<file path="src/rtl/regfile_pkg.sv">
// regfile_pkg: shared types and default sizes for the regfile_mp register file
package regfile_pkg;

    localparam int REGFILE_N = 8;
    localparam int REGFILE_A = 5;

    typedef enum logic {IDLE, CLEAR} clr_state_t;

endpackage

</file>
<file path="src/rtl/regfile_mp_if.sv">
// regfile_mp_if: decode/writeback bus of the register file
//   master drives write port, read addresses and clear request
//   slave returns read data/valid, busy and write-drop status
interface regfile_mp_if
    import regfile_pkg::*;
#(
    parameter int N = REGFILE_N,
    parameter int A = REGFILE_A
);

    logic         we;
    logic [A-1:0] waddr;
    logic [N-1:0] wdata;
    logic [A-1:0] raddr1;
    logic [A-1:0] raddr2;
    logic [N-1:0] rdata1;
    logic [N-1:0] rdata2;
    logic         rvalid1;
    logic         rvalid2;
    logic         clr_req;
    logic         busy;
    logic         wr_drop;

    modport master (
        output we, waddr, wdata, raddr1, raddr2, clr_req,
        input  rdata1, rdata2, rvalid1, rvalid2, busy, wr_drop
    );

    modport slave (
        input  we, waddr, wdata, raddr1, raddr2, clr_req,
        output rdata1, rdata2, rvalid1, rvalid2, busy, wr_drop
    );

endinterface

</file>
<file path="src/rtl/regfile_mp_clr_fsm.sv">
// regfile_clr_fsm: bulk-clear sequencer sweeping every entry once per request
//   clk, reset : clock, asynchronous active-high reset
//   clr_req    : start a sweep (ignored while one is running)
//   busy       : registered, high for exactly 2**A cycles per sweep
//   clr_en     : clear the entry at clr_ptr on the next edge
//   clr_ptr    : entry being cleared this cycle
module regfile_clr_fsm
    import regfile_pkg::*;
#(
    parameter int A = REGFILE_A
) (
    input  logic         clk,
    input  logic         reset,
    input  logic         clr_req,
    output logic         busy,
    output logic         clr_en,
    output logic [A-1:0] clr_ptr
);

    clr_state_t state_q;

    assign clr_en = (state_q == CLEAR);

    always_ff @(posedge clk or posedge reset) begin
        if (reset) begin
            state_q <= IDLE;
            clr_ptr <= '0;
            busy    <= 1'b0;
        end else begin
            case (state_q)
                IDLE: begin
                    if (clr_req) begin
                        state_q <= CLEAR;
                        clr_ptr <= '0;
                        busy    <= 1'b1;
                    end
                end
                CLEAR: begin
                    // last entry is cleared on this edge, so leave the sweep together with it
                    if (clr_ptr == '1) begin
                        state_q <= IDLE;
                        clr_ptr <= '0;
                        busy    <= 1'b0;
                    end else begin
                        clr_ptr <= clr_ptr + 1'b1;
                    end
                end
                default: begin
                    state_q <= IDLE;
                    busy    <= 1'b0;
                end
            endcase
        end
    end

endmodule

</file>
<file path="src/rtl/regfile_mp.sv">
// regfile_mp: parametrised 2-read/1-write register file with valid bits,
// optional hardwired zero entry, write-to-read bypass and bulk-clear sweep
//   clk, reset : clock, asynchronous active-high reset
//   bus        : regfile_mp_if slave (write port, two read ports, clear handshake)
module regfile_mp
    import regfile_pkg::*;
#(
    parameter int N        = REGFILE_N,
    parameter int A        = REGFILE_A,
    parameter bit ZERO_REG = 1'b1,
    parameter bit BYPASS   = 1'b1
) (
    input  logic       clk,
    input  logic       reset,
    regfile_mp_if.slave bus
);

    localparam int DEPTH = 2 ** A;

    logic [N-1:0]     mem_q [DEPTH];
    logic [DEPTH-1:0] valid_q;
    logic             clr_en;
    logic [A-1:0]     clr_ptr;
    logic             wr_ok;
    logic             hit1;
    logic             hit2;
    logic             zero1;
    logic             zero2;

    regfile_clr_fsm #(.A(A)) u_clr_fsm (
        .clk     (clk),
        .reset   (reset),
        .clr_req (bus.clr_req),
        .busy    (bus.busy),
        .clr_en  (clr_en),
        .clr_ptr (clr_ptr)
    );

    // writes to the hardwired zero entry vanish without raising wr_drop
    assign wr_ok       = bus.we && !bus.busy && !(ZERO_REG && bus.waddr == '0);
    assign bus.wr_drop = bus.we && bus.busy;

    always_ff @(posedge clk or posedge reset) begin
        if (reset) begin
            for (int i = 0; i < DEPTH; i++) mem_q[i] <= '0;
            valid_q <= '0;
        end else if (clr_en) begin
            mem_q[clr_ptr]   <= '0;
            valid_q[clr_ptr] <= 1'b0;
        end else if (wr_ok) begin
            mem_q[bus.waddr]   <= bus.wdata;
            valid_q[bus.waddr] <= 1'b1;
        end
    end

    assign zero1 = ZERO_REG && bus.raddr1 == '0;
    assign zero2 = ZERO_REG && bus.raddr2 == '0;
    assign hit1  = BYPASS && wr_ok && bus.waddr == bus.raddr1;
    assign hit2  = BYPASS && wr_ok && bus.waddr == bus.raddr2;

    assign bus.rdata1  = zero1 ? '0 : hit1 ? bus.wdata : mem_q[bus.raddr1];
    assign bus.rdata2  = zero2 ? '0 : hit2 ? bus.wdata : mem_q[bus.raddr2];
    assign bus.rvalid1 = zero1 || hit1 || valid_q[bus.raddr1];
    assign bus.rvalid2 = zero2 || hit2 || valid_q[bus.raddr2];

endmodule

</file>
<file path="src/flat_wrapper.sv">
// flat-port wrapper written by rule: the top's interface ports become plain ports
module regfile_mp_flat import regfile_pkg::*;
#(
    parameter int N        = REGFILE_N,
    parameter int A        = REGFILE_A,
    parameter bit ZERO_REG = 1'b1,
    parameter bit BYPASS   = 1'b1
)
  (clk, reset, bus_we, bus_waddr, bus_wdata, bus_raddr1, bus_raddr2, bus_clr_req, bus_rdata1, bus_rdata2, bus_rvalid1, bus_rvalid2, bus_busy, bus_wr_drop);
  regfile_mp_if #(.N(N), .A(A)) bus_i ();
  input  logic clk;
  input  logic reset;
  input wire logic [$bits(bus_i.we)-1:0] bus_we;
  input wire logic [$bits(bus_i.waddr)-1:0] bus_waddr;
  input wire logic [$bits(bus_i.wdata)-1:0] bus_wdata;
  input wire logic [$bits(bus_i.raddr1)-1:0] bus_raddr1;
  input wire logic [$bits(bus_i.raddr2)-1:0] bus_raddr2;
  input wire logic [$bits(bus_i.clr_req)-1:0] bus_clr_req;
  output wire logic [$bits(bus_i.rdata1)-1:0] bus_rdata1;
  output wire logic [$bits(bus_i.rdata2)-1:0] bus_rdata2;
  output wire logic [$bits(bus_i.rvalid1)-1:0] bus_rvalid1;
  output wire logic [$bits(bus_i.rvalid2)-1:0] bus_rvalid2;
  output wire logic [$bits(bus_i.busy)-1:0] bus_busy;
  output wire logic [$bits(bus_i.wr_drop)-1:0] bus_wr_drop;
  assign bus_i.we = bus_we;
  assign bus_i.waddr = bus_waddr;
  assign bus_i.wdata = bus_wdata;
  assign bus_i.raddr1 = bus_raddr1;
  assign bus_i.raddr2 = bus_raddr2;
  assign bus_i.clr_req = bus_clr_req;
  assign bus_rdata1 = bus_i.rdata1;
  assign bus_rdata2 = bus_i.rdata2;
  assign bus_rvalid1 = bus_i.rvalid1;
  assign bus_rvalid2 = bus_i.rvalid2;
  assign bus_busy = bus_i.busy;
  assign bus_wr_drop = bus_i.wr_drop;
  regfile_mp #(.N(N), .A(A), .ZERO_REG(ZERO_REG), .BYPASS(BYPASS)) u_core (.clk(clk), .reset(reset), .bus(bus_i));
endmodule
</file>
<file path="config.mk">
export PLATFORM = sky130hd
export DESIGN_NAME = regfile_mp_flat
export DESIGN_NICKNAME = d
export VERILOG_FILES = /design/src/rtl/regfile_pkg.sv /design/src/rtl/regfile_mp_if.sv /design/src/rtl/regfile_mp_clr_fsm.sv /design/src/rtl/regfile_mp.sv /design/src/flat_wrapper.sv
export SDC_FILE = /design/constraint.sdc
export NUM_CORES = 1
export LEC_CHECK = 0
export ABC_CLOCK_PERIOD_IN_PS = 11300
export CAP_MARGIN = 20
export CORE_ASPECT_RATIO = 0.7
export CORE_MARGIN = 4
export CORE_UTILIZATION = 65
export CTS_BUF_LIST = sky130_fd_sc_hd__clkbuf_4 sky130_fd_sc_hd__clkbuf_8
export DETAILED_ROUTE_END_ITERATION = 6
export PLACE_DENSITY = 0.86
export SLEW_MARGIN = 20
export SYNTH_ARGS = -nofsm -noshare
export SYNTH_HDL_FRONTEND = slang
export SYNTH_SLANG_ARGS = --single-unit
export TNS_END_PERCENT = 10
</file>
<file path="constraint.sdc">
create_clock -name clk -period 11.3 [get_ports clk]
set_input_delay 2.26 -clock clk [delete_from_list [all_inputs] [get_ports clk]]
set_output_delay 2.26 -clock clk [all_outputs]
set_load 0.02 [all_outputs]
</file>
==> flow_metrics.env <==
export IMPL_power_mw=4.267
export IMPL_wirelength_microns=56520
export IMPL_portBuffers=46
export IMPL_fin_nets=1795
export IMPL_power_leakage_nw=8.118
export IMPL_first_pass_iters=6
export IMPL_slew_headroom=0.2304
export IMPL_synth_warnings=0
export IMPL_post_place_ws_ns=3.402
export IMPL_grt_pass1_vias=14350
export IMPL_overflow=0
export IMPL_placed_cell_area_sq_um=17450
export IMPL_dieArea_sq_um=29110
export IMPL_ys_ff_latch=295
export IMPL_ctsHoldBuffers=0
export IMPL_clock_sinks=295
export IMPL_cp_required_ns=9.04
export IMPL_yosys_cell_types_count=60
export IMPL_drv_slew=0
export IMPL_antenna_found_initial=2
export IMPL_clock_latency_ns=0.63
export IMPL_vias_per_cell=6.978
export IMPL_tightest_slew_ns=1.150
export IMPL_endpoint_kind="output pin"
export IMPL_htree_levels=2
export IMPL_cts_made_buffers=47
export IMPL_seq_area_frac_synth=0.4301
export IMPL_rsz0062_at_grt="false"
export IMPL_finalCriticalPeriod_ns=7.994
export IMPL_avgRoutedWirePerCell_microns=26.19
export IMPL_areaGrowthSynthToFinish_pct=7.931
export IMPL_crit_fanout=32
export IMPL_synthCells=1802
export IMPL_fmax_mhz=125.1
export IMPL_grt_total_usage=0.3928
export IMPL_synth_flop_cell="dfrtp_1"
export IMPL_grt_pass1_wl_microns=87130
export IMPL_drive_gt1_frac=0.1256
export IMPL_final_area_sq_um=18530
export IMPL_setup_ws_ns=3.306
export IMPL_root_buffer="clkbuf_8"
export IMPL_postCtsSetupRepairBufs=0
export IMPL_status="finished clean"
export IMPL_cts_buffer_depth=3
export IMPL_num_vias=15060
export IMPL_antenna_left=0
export IMPL_synth_avg_cell_area_sq_um=9.525
export IMPL_final_hold_viol_count=0
export IMPL_async_flop_share=1.000
export IMPL_ios=47
export IMPL_start_kind="input port"
export IMPL_gp_congestion=1.056
export IMPL_drc=0
export IMPL_synth_fp_nets=1834
export IMPL_coreArea_sq_um=25810
export IMPL_first_iter_violations=2909
export IMPL_die_x_microns=202.2
export IMPL_period_share=0.7074
export IMPL_start_util=0.6650
export IMPL_grt_max_degree=146
export IMPL_max_cap_viol_count=0
export IMPL_clk_pin_slew_ns=0.07
export IMPL_synth_area_sq_um=17160
export IMPL_whs_ns=0.4988
export IMPL_die_h_microns=144.0
export IMPL_place_hpwl_microns=37800
export IMPL_power_density_nw_per_um2=230.3
export IMPL_crit_type="input port to output pin"
export IMPL_fin_tns_setup_ns=0
export IMPL_setup_viol=0
export IMPL_min_delay_path_class="flop to flop"
export IMPL_cts_resized=0
export IMPL_synth_edf_count=0
export IMPL_finClkSkew_ns=0.03394
export IMPL_fp_row_count=49
export IMPL_critPathArrivalTime_ns=5.73
export IMPL_cts_tree="done"
export IMPL_peakVddDrop_mv=0.1427
final timing paths:
path	start	end	slack [ns]	cells after the start
worst max-delay path	bus_raddr2[2]	bus_rdata2[2]	3.31	7
worst min-delay path	u_core.valid_q[0]	u_core.valid_q[0]	0.50	1
worst max register to register	u_core.u_clr_fsm.clr_en	u_core.mem_q[69]	8.41	3
worst min register to register	u_core.valid_q[0]	u_core.valid_q[0]	0.50	1
max in group asynchronous	reset	u_core.mem_q[187]	7.69	3
min in group asynchronous	reset	u_core.mem_q[106]	2.20	2
Yosys cell counts (all sizes together) (10+ instances only):
| cell type | count | area share |
|---|---|---|
| nand2 | 541 | 0.12 |
| nor4 | 27 | 0.019 |
| o22ai | 51 | 0.019 |
| a21o | 32 | 0.014 |
| mux2i | 136 | 0.079 |
| mux4 | 79 | 0.11 |
| a22oi | 11 | 0.0048 |
| o31ai | 10 | 0.0044 |
| o21ai | 260 | 0.076 |
| and2 | 13 | 0.0047 |
| a22o | 20 | 0.010 |
| buf | 85 | 0.030 |
| clkbuf | 70 | 0.016 |
| dfrtp | 295 | 0.43 |
| nor2 | 39 | 0.010 |
| nor3 | 14 | 0.0064 |
per-stage QoR:
stage / utilization / instances
floorplan: - / 1802
global placement: 0.6760 / 2071
detailed placement: 0.6760 / 2071
CTS: 0.7170 / 2157
global route: 0.7177 / 2158
finish: 0.7177 / 2158
per-layer routing:
layer  vias to the layer above  global-route usage  part of all wire
met1                      7225              0.5457              0.37
met2                      1279              0.5502              0.41
met3                       258              0.1617              0.17
li1                       6294                   -                 -
met5                         -                   0           0.00032
met4                         2              0.1689             0.051
placed cells by master (no fill, tap or decap), types with 4 or more instances in the layout:
cell type        netlist  layout
nor4_4                 9      11
mux2_2                 4       4
o22ai_1               51      51
a22oi_1               11      11
o21ai_0              243     243
nand3b_1               4       4
a2111oi_0              4       4
a21o_1                32      32
o21ai_1               17      17
xnor2_1                6       6
nor3_1                 6       6
nor2_2                10      10
nor4_1                15      15
o211ai_1               7       7
dfrtp_1              295     295
and2_1                13      13
inv_1                  9       8
nor2b_1                9       9
clkinv_2               0       6
clkbuf_4               0      14
a22o_1                20      20
buf_4                 18      22
o31ai_1               10      10
nand2b_1               9       9
clkbuf_8               0      61
nand2_1              541     541
nor3_2                 8       7
clkdlybuf4s50_1        0      41
ha_1                   5       5
mux4_1                11      11
and3_1                 6       6
xor2_1                 6       6
nand3_1                7       7
or3_1                  4       4
nor2_1                29      29
a31oi_1                8       8
mux2i_1              136     136
mux4_2                68      68
cell type report:
cell class                      instances  area, sq um
Tap cell                              357        446.7
Clock buffer                           75        944.7
Sequential cell                       295         7382
Inverter                                9        46.29
Multi-Input combinational cell       1343         8986
Antenna cell                            1        2.502
Timing Repair Buffer                   67        601.8
Fill cell                            1859         7286
Clock inverter                         11        115.1
where the power goes:
part	switching [mW]	total [mW]	internal (mW)
clock network	0.467	1.05	0.578
registers	0.381	1.85	1.47
logic	0.813	1.37	0.560
total	1.66	4.27	2.61
state kept, by name (all words and copies together) (netlist names):
signal	count
u_core.mem_q	256
u_core.u_clr_fsm.clr_ptr	5
u_core.u_clr_fsm.busy	1
u_core.u_clr_fsm.clr_en	1
u_core.valid_q	32
critical path, stage by stage:
cell	delay (ns)
buf_2	0.73
nand3b_1	0.86
o22ai_1	0.60
nor2_1	0.23
a31oi_1	0.24
a22o_1	0.17
clkdlybuf4s50_1	0.63
kinds of logic (layout without fill, tap and decap cells):
logic type,after synthesis,in the layout,synth area share
other,0,1,0
xor gates and xnor gates,12,12,0.006123
AOI/OAI and AO/OA,419,419,0.1442
and+or+nand+nor,686,686,0.1785
DFF,295,295,0.4301
muxes,221,221,0.1898
buffers and inverters,164,162,0.04775
adders and majority gates,5,5,0.003645
Note: power is estimated with default switching activity, not from simulation.
